File: src/rtl/cache_mem_arbiter.sv
// Round-robin arbiter serialising icache/dcache line refills and writebacks
// onto a single burst memory port; each line moves as BEATS consecutive beats.
module cache_mem_arbiter #(
  parameter int LINE_BITS   = 256,
  parameter int BEAT_BITS   = 64,
  parameter int OFFSET_BITS = 5
) (
  input  logic                 clk,
  input  logic                 rst,
  input  logic                 i_read,
  input  logic [31:0]          i_address,
  output logic [LINE_BITS-1:0] i_rdata,
  output logic                 i_resp,
  input  logic                 d_read,
  input  logic                 d_write,
  input  logic [31:0]          d_address,
  input  logic [LINE_BITS-1:0] d_wdata,
  output logic [LINE_BITS-1:0] d_rdata,
  output logic                 d_resp,
  output logic                 pmem_read,
  output logic                 pmem_write,
  output logic [31:0]          pmem_address,
  output logic [BEAT_BITS-1:0] pmem_wdata,
  input  logic [BEAT_BITS-1:0] pmem_rdata,
  input  logic                 pmem_resp
);
  localparam int BEATS = LINE_BITS / BEAT_BITS;
  localparam int CNT_W = (BEATS > 1) ? $clog2(BEATS) : 1;
  localparam logic [CNT_W-1:0] LAST_BEAT = CNT_W'(BEATS - 1);

  localparam logic [2:0] IDLE = 3'd0;
  localparam logic [2:0] I_RD = 3'd1;
  localparam logic [2:0] D_RD = 3'd2;
  localparam logic [2:0] D_WR = 3'd3;
  localparam logic [2:0] RESP = 3'd4;

  logic [2:0]           state_q, state_d;
  logic [CNT_W-1:0]     beat_q, beat_d;
  logic [LINE_BITS-1:0] line_q, line_d;
  logic [LINE_BITS-1:0] wdata_q, wdata_d;
  logic [31:0]          addr_q, addr_d;
  logic                 last_d_q, last_d_d;     // last grant went to dcache
  logic                 served_d_q, served_d_d; // current burst belongs to dcache

  logic i_req, d_req, grant_d;

  assign i_req = i_read;
  assign d_req = d_read | d_write;
  // On contention the cache opposite the previous grant wins.
  assign grant_d = d_req & (~i_req | ~last_d_q);

  always_comb begin
    state_d    = state_q;
    beat_d     = beat_q;
    line_d     = line_q;
    wdata_d    = wdata_q;
    addr_d     = addr_q;
    last_d_d   = last_d_q;
    served_d_d = served_d_q;
    case (state_q)
      IDLE: begin
        beat_d = '0;
        if (i_req || d_req) begin
          served_d_d = grant_d;
          last_d_d   = grant_d;
          if (grant_d) begin
            addr_d = d_address;
            if (d_write) begin
              state_d = D_WR;
              wdata_d = d_wdata;
            end else begin
              state_d = D_RD;
            end
          end else begin
            addr_d  = i_address;
            state_d = I_RD;
          end
        end
      end
      I_RD, D_RD, D_WR: begin
        if (pmem_resp) begin
          if (state_q != D_WR)
            line_d[beat_q*BEAT_BITS +: BEAT_BITS] = pmem_rdata;
          if (beat_q == LAST_BEAT) begin
            beat_d  = '0;
            state_d = RESP;
          end else begin
            beat_d = beat_q + 1'b1;
          end
        end
      end
      RESP:    state_d = IDLE;
      default: state_d = IDLE;
    endcase
  end

  always_ff @(posedge clk or negedge rst) begin
    if (!rst) begin
      state_q    <= IDLE;
      beat_q     <= '0;
      line_q     <= '0;
      wdata_q    <= '0;
      addr_q     <= '0;
      last_d_q   <= 1'b0;
      served_d_q <= 1'b0;
    end else begin
      state_q    <= state_d;
      beat_q     <= beat_d;
      line_q     <= line_d;
      wdata_q    <= wdata_d;
      addr_q     <= addr_d;
      last_d_q   <= last_d_d;
      served_d_q <= served_d_d;
    end
  end

  assign pmem_read    = (state_q == I_RD) || (state_q == D_RD);
  assign pmem_write   = (state_q == D_WR);
  assign pmem_address = {addr_q[31:OFFSET_BITS], {OFFSET_BITS{1'b0}}};
  assign pmem_wdata   = pmem_write ? wdata_q[beat_q*BEAT_BITS +: BEAT_BITS] : '0;
  assign i_rdata      = line_q;
  assign d_rdata      = line_q;
  assign i_resp       = (state_q == RESP) && !served_d_q;
  assign d_resp       = (state_q == RESP) && served_d_q;
endmodule

File: config.mk
export PLATFORM = sky130hd
export DESIGN_NAME = cache_mem_arbiter
export DESIGN_NICKNAME = d
export VERILOG_FILES = /design/src/rtl/cache_mem_arbiter.sv
export SDC_FILE = /design/constraint.sdc
export NUM_CORES = 1
export LEC_CHECK = 0
export CAP_MARGIN = 20
export CORE_AREA = 3 3 393 395
export DETAILED_ROUTE_END_ITERATION = 16
export DIE_AREA = 0 0 396 398
export HOLD_SLACK_MARGIN = 0.03
export PLACE_DENSITY = 0.47
export SLEW_MARGIN = 20
export SYNTH_ARGS = -nofsm -noshare
export SYNTH_HDL_FRONTEND = slang
export SYNTH_SLANG_ARGS = --single-unit
File: constraint.sdc
create_clock -name clk -period 2.9 [get_ports clk]
set_input_delay 0.29 -clock clk [delete_from_list [all_inputs] [get_ports clk]]
set_output_delay 0.29 -clock clk [all_outputs]
set_load 0.005 [all_outputs]
**Word level (Yosys, flattened, before mapping)**

Cells that the tools add are included.

- Word-level logic and storage cells: 50
- Bits of input ports: 390
- Output and inout bits: 612
- Flip-flop bits (word level): 550

- Equal/unequal tests: 9
- Add/subtract/negate cells: 2
- Shift operators: 3
- Bitwise gates (word level): 5
- Multiplexer cells: 12
- Reduce and logical (&&, ||, !) cells: 13

Operators by type and width:

| kind | count |
|---|---|
| bitwise mux 256 bit | 1 |
| variable shift 64 x 34 -> 256 bit, first input constant | 1 |
| variable part select 256 x 9 -> 64 bit | 1 |
| variable part select 64 x 34 -> 256 bit | 1 |
| two-way mux 64 bit | 1 |
| negator 8 -> 34 bit | 1 |
| two-way mux 32 bit | 1 |
| two-way mux 3 bit | 4 |
| equality test 3 x 2 -> 1 bit, second input constant | 2 |
| inequality test 2 bit, second input constant | 3 |
| one-hot mux 3 bit (2 select lines) | 1 |
| AND reduction 3 bit | 2 |
| two-way mux 2 bit | 2 |
| one-hot mux 2 bit (2 select lines) | 1 |
| AND reduction 2 bit | 2 |
| AND reduction 4 bit | 1 |
| equality test 3 x 1 -> 1 bit, second input constant | 1 |
| equality test 3 bit, second input constant | 1 |
| zero test 3 bit | 1 |
| inequality test 3 x 2 -> 1 bit, second input constant | 1 |
| OR reduction 3 bit | 1 |
| adder 2 x 1 -> 2 bit, second input constant | 1 |
| equality test 2 bit, second input constant | 1 |
| logical AND 1 bit | 2 |
| 7 further kinds | 10 |

**Depth between registers and ports, before layout**

- Depth in word-level cells: 6
- Mapped depth: 9
- Mapped depth without buffers: 5

**Least setup slack after synthesis**

OpenSTA, ideal clock, no wires.

- Kind: register to register
- Start point: register beat_q[1]
- End point: register line_q[10], in the netlist d_rdata[10]
- Setup slack: 0.476 ns
- Path buffers: 4
- Data arrival time: 2.345 ns
- Stages on the path, launching flop included: 10
- Cell sequence: dfrtp_1 -> buf_2 -> buf_1 -> inv_1 -> ha_1 -> nor4bb_1 -> buf_2 -> buf_1 -> nand2_1 -> mux2i_1

- Cells in the longest elaborated chain, start to end: 3
- Elaborated cells between the ends (all ways): 4

RTL lines:

| what | RTL line | source |
|---|---|---|
| from (decl) | 38 | `logic [CNT_W-1:0] beat_q, beat_d;` |
| from (signal assigned) | 108 | `beat_q <= beat_d;` |
| negator 8 -> 34 bit * | 83 | `line_d[beat_q*BEAT_BITS +: BEAT_BITS] = pmem_rdata;` |
| variable part select 64 x 34 -> 256 bit / variable shift 64 x 34 -> 256 bit (equally long branches) | 83 |  |
| bitwise mux 256 bit * | 83 |  |
| to (signal assigned) | 109 | `line_q <= line_d;` |
| to (decl) | 39 | `logic [LINE_BITS-1:0] line_q, line_d;` |

Every way passes the cells marked *; elsewhere a longest branch is shown, timed or not.
A chain may end at the register's enable or synchronous reset.

**Worst setup path after layout**

- Start point: register beat_q[0]
- End point: output pmem_wdata[43]

- Cells in the longest elaborated chain, start to end: 2

RTL lines:

| what | RTL line | source |
|---|---|---|
| variable part select 256 x 9 -> 64 bit | 120 | `assign pmem_wdata = pmem_write ? wdata_q[beat_q*BEAT_BITS +: BEAT_BITS] : '0;` |
| two-way mux 64 bit | 120 |  |
| to (decl) | 23 | `output logic [BEAT_BITS-1:0] pmem_wdata,` |

Every way passes these cells.

==> flow_summary.ini <==
[layout]
design_area_um2 = 39900
fill_cells = 16010
drive_above_1_share_pct = 12.6
final_cell_mix = clkdlybuf4s50_1, dfrtp_1, inv_1
nets = 3350
syn2layout_area_growth_pct = 51.2
final_common_cell = clkdlybuf4s50_1

[pwr]
powerDensity_nw_per_um2 = 1070
p_total_mw = 42.9
peakVddDrop_mv = 0.467
p_leak_nw = 15.9

[place]
place_worst_setup_slack_ns = 0.185
place_area_um2 = 37200
gp_congestion = 0.819
hpwl_mm = 93.9
io_buffers = 986

[logic_synthesis]
ys_ff_latch = 545
ys_seq_area_share_pct = 51.7
synthCells = 2165
yosys.area.top_type = dfrtp_1
yosysUniqueCellTypes = 34
synth_edf_count = 0
avgSynthCellArea_um2 = 12.2
ys.warnings.count = 0
synth_ff_type = dfrtp_1
async_flop_share_pct = 100
synth_area_um2 = 26400
synth_top_cell_area_share_pct = 51.7
synth_area_leaders = dfrtp_1, mux2_1, mux2i_1

[clock_tree]
cts_buffers = 73
clkSlewWorstSetupHoldPaths_ns = 0.06
htree_levels = 3
cts_tree = yes
cts_root_buf = clkbuf_16
cts_sinks = 545
clkLatencyLatePin_ns = 0.65
clockBufferDepth = 3

[floorplan]
row_count = 143
die_height_um = 398
die-width_um = 396
pin_count = 1002
core_um2 = 152000
start_util_pct = 17.4
die_area_um2 = 158000

[timing]
tns_ns = 0
finalClockSkew_ns = 0.0404
setup_viol = 0
maxSlewViolCount = 0
worst_slack_ns = 0.131
timing.fmax_ghz = 0.361
slew_headroom_pct = 53.2
hold_viol = 0
worst_slew_pin_slew_ns = 0.700
period_share_pct = 95.5
min_period_ns = 2.77

[routing]
wl_mm = 120
antenna_left = 0
first_pass_iters = 5
viasPerCell = 3.72
drc_errors = 0
drtIter0Drc = 749
vias = 18784
routedWlPerCell_um = 23.7

[min_path]
min_path_type = input pin to asynchronous set/reset pin

[critical_path]
reg2reg_slack_ns = 0.35
cp.required_ns = 2.61
r2r_end = d_rdata[81]
cp-end-kind = output port
cp_max_fo = 6
rr_startpoint = beat_q[1]
worstSetupPathType = register to output port
critPathLaunchType = register
ff2ff_path_depth = 7
crit_arrival_ns = 2.48

[global_routing]
antenna_found_initial = 48
gr-total-overflow = 0
grt_pass1_vias = 19970
grt_max_degree = 86
grt_usage_pct = 14.8
grt_pass1_wl_mm = 164

[job]
max_cap_violations = 0

[run_status]
outcome = completed
-- kinds of logic (layout without fill, tap and decap cells) --
kind of cell | after synthesis | in the layout | synth area share, %
AO/OA/AOI/OAI | 7 | 7 | 0.256
XOR/XNOR | 1 | 1 | 0.0332
adder cells (fa/ha/maj) | 6 | 6 | 0.285
buffers and inverters | 632 | 1470 | 13.5
flip-flops | 545 | 545 | 51.7
multiplexers | 631 | 631 | 28.4
other | 1 | 22 | 0.0142
AND/OR/NAND/NOR | 342 | 343 | 5.78
-- layout make-up --
| cell class | instances | area (µm²) | share of cell area (%) |
|---|---|---|---|
| flip-flops and latches | 545 | 13600 | 34.2 |
| repair buffers | 1081 | 11000 | 27.5 |
| multi-input cells | 993 | 9310 | 23.3 |
| well taps | 2030 | 2540 | 6.37 |
| clock buffers | 100 | 2090 | 5.24 |
| inverters | 260 | 980 | 2.46 |
| clock inverters | 29 | 294 | 0.737 |
| diodes | 17 | 42.5 | 0.107 |
-- metal layers --
layer  track usage, %  share of wire, %
met3             6.30               9.0
met1             16.5                38
met4             3.68               2.1
met5                0              0.29
met2             25.9                50
-- where the power goes --
group | internal, mW | switching [mW] | total (mW)
combinational | 11.4 | 8.08 | 19.5
sequential | 11.2 | 3.09 | 14.3
clock | 5.34 | 3.71 | 9.06
total | 28.0 | 14.9 | 42.9
-- sequential cells by signal (all words and copies together), names as in the netlist --
signal	count
wdata_q	256
served_d_q	1
state_q	3
d_rdata	256
beat_q	2
addr_q	27
-- per-stage QoR --
| step | util, % | hold WS [ns] | cells |
|---|---|---|---|
| floorplan | - | -0.00559 | 2169 |
| global placement | 24.6 | 0.318 | 4887 |
| detailed placement | 24.6 | 0.319 | 4887 |
| CTS | 26.3 | 0.139 | 5038 |
| global route | 26.3 | 0.163 | 5042 |
| finish | 26.3 | 0.229 | 5055 |
-- worst max path at each step --
stage	start	to	slack [ns]	depth (start not counted)
3_5_place_dp	beat_q[0]	d_rdata[92]	0.19	6
2_1_floorplan	beat_q[1]	d_rdata[10]	0.48	9
6_report	beat_q[0]	pmem_wdata[43]	0.13	6
5_1_grt	beat_q[0]	pmem_wdata[9]	-0.001	5
4_1_cts	beat_q[0]	pmem_wdata[11]	-0.12	5
3_3_place_gp	beat_q[0]	d_rdata[67]	0.23	6
-- synth_stat cells, types with 4 or more instances --
cell type / instances
inv_1: 260
mux2_2: 71
buf_4: 291
buf_6: 6
buf_2: 42
dfrtp_1: 545
nor2_1: 4
buf_1: 13
mux2_1: 240
nor3b_1: 5
mux2i_1: 256
ha_1: 6
nor2b_1: 64
clkbuf_1: 20
mux4_2: 64
nand2_1: 257
-- critical path, cell delays in order (launching register included) --
cell             delay [ns]
dfrtp_4                0.50
buf_12                 0.15
buf_16                 0.14
buf_4                  0.16
mux4_2                 0.49
nor2b_1                0.17
clkdlybuf4s15_2        0.24
-- timing repair --
item	4_1_cts	5_1_grt
hold endpoints to repair	65	0
gates cloned	1	0
buffers inserted	20	0
hold buffers	1	0
gates resized for setup	73	7
endpoints found under the setup margin	58	7
pin swaps	1	0
No activity file was read; power rests on OpenSTA's default activity.
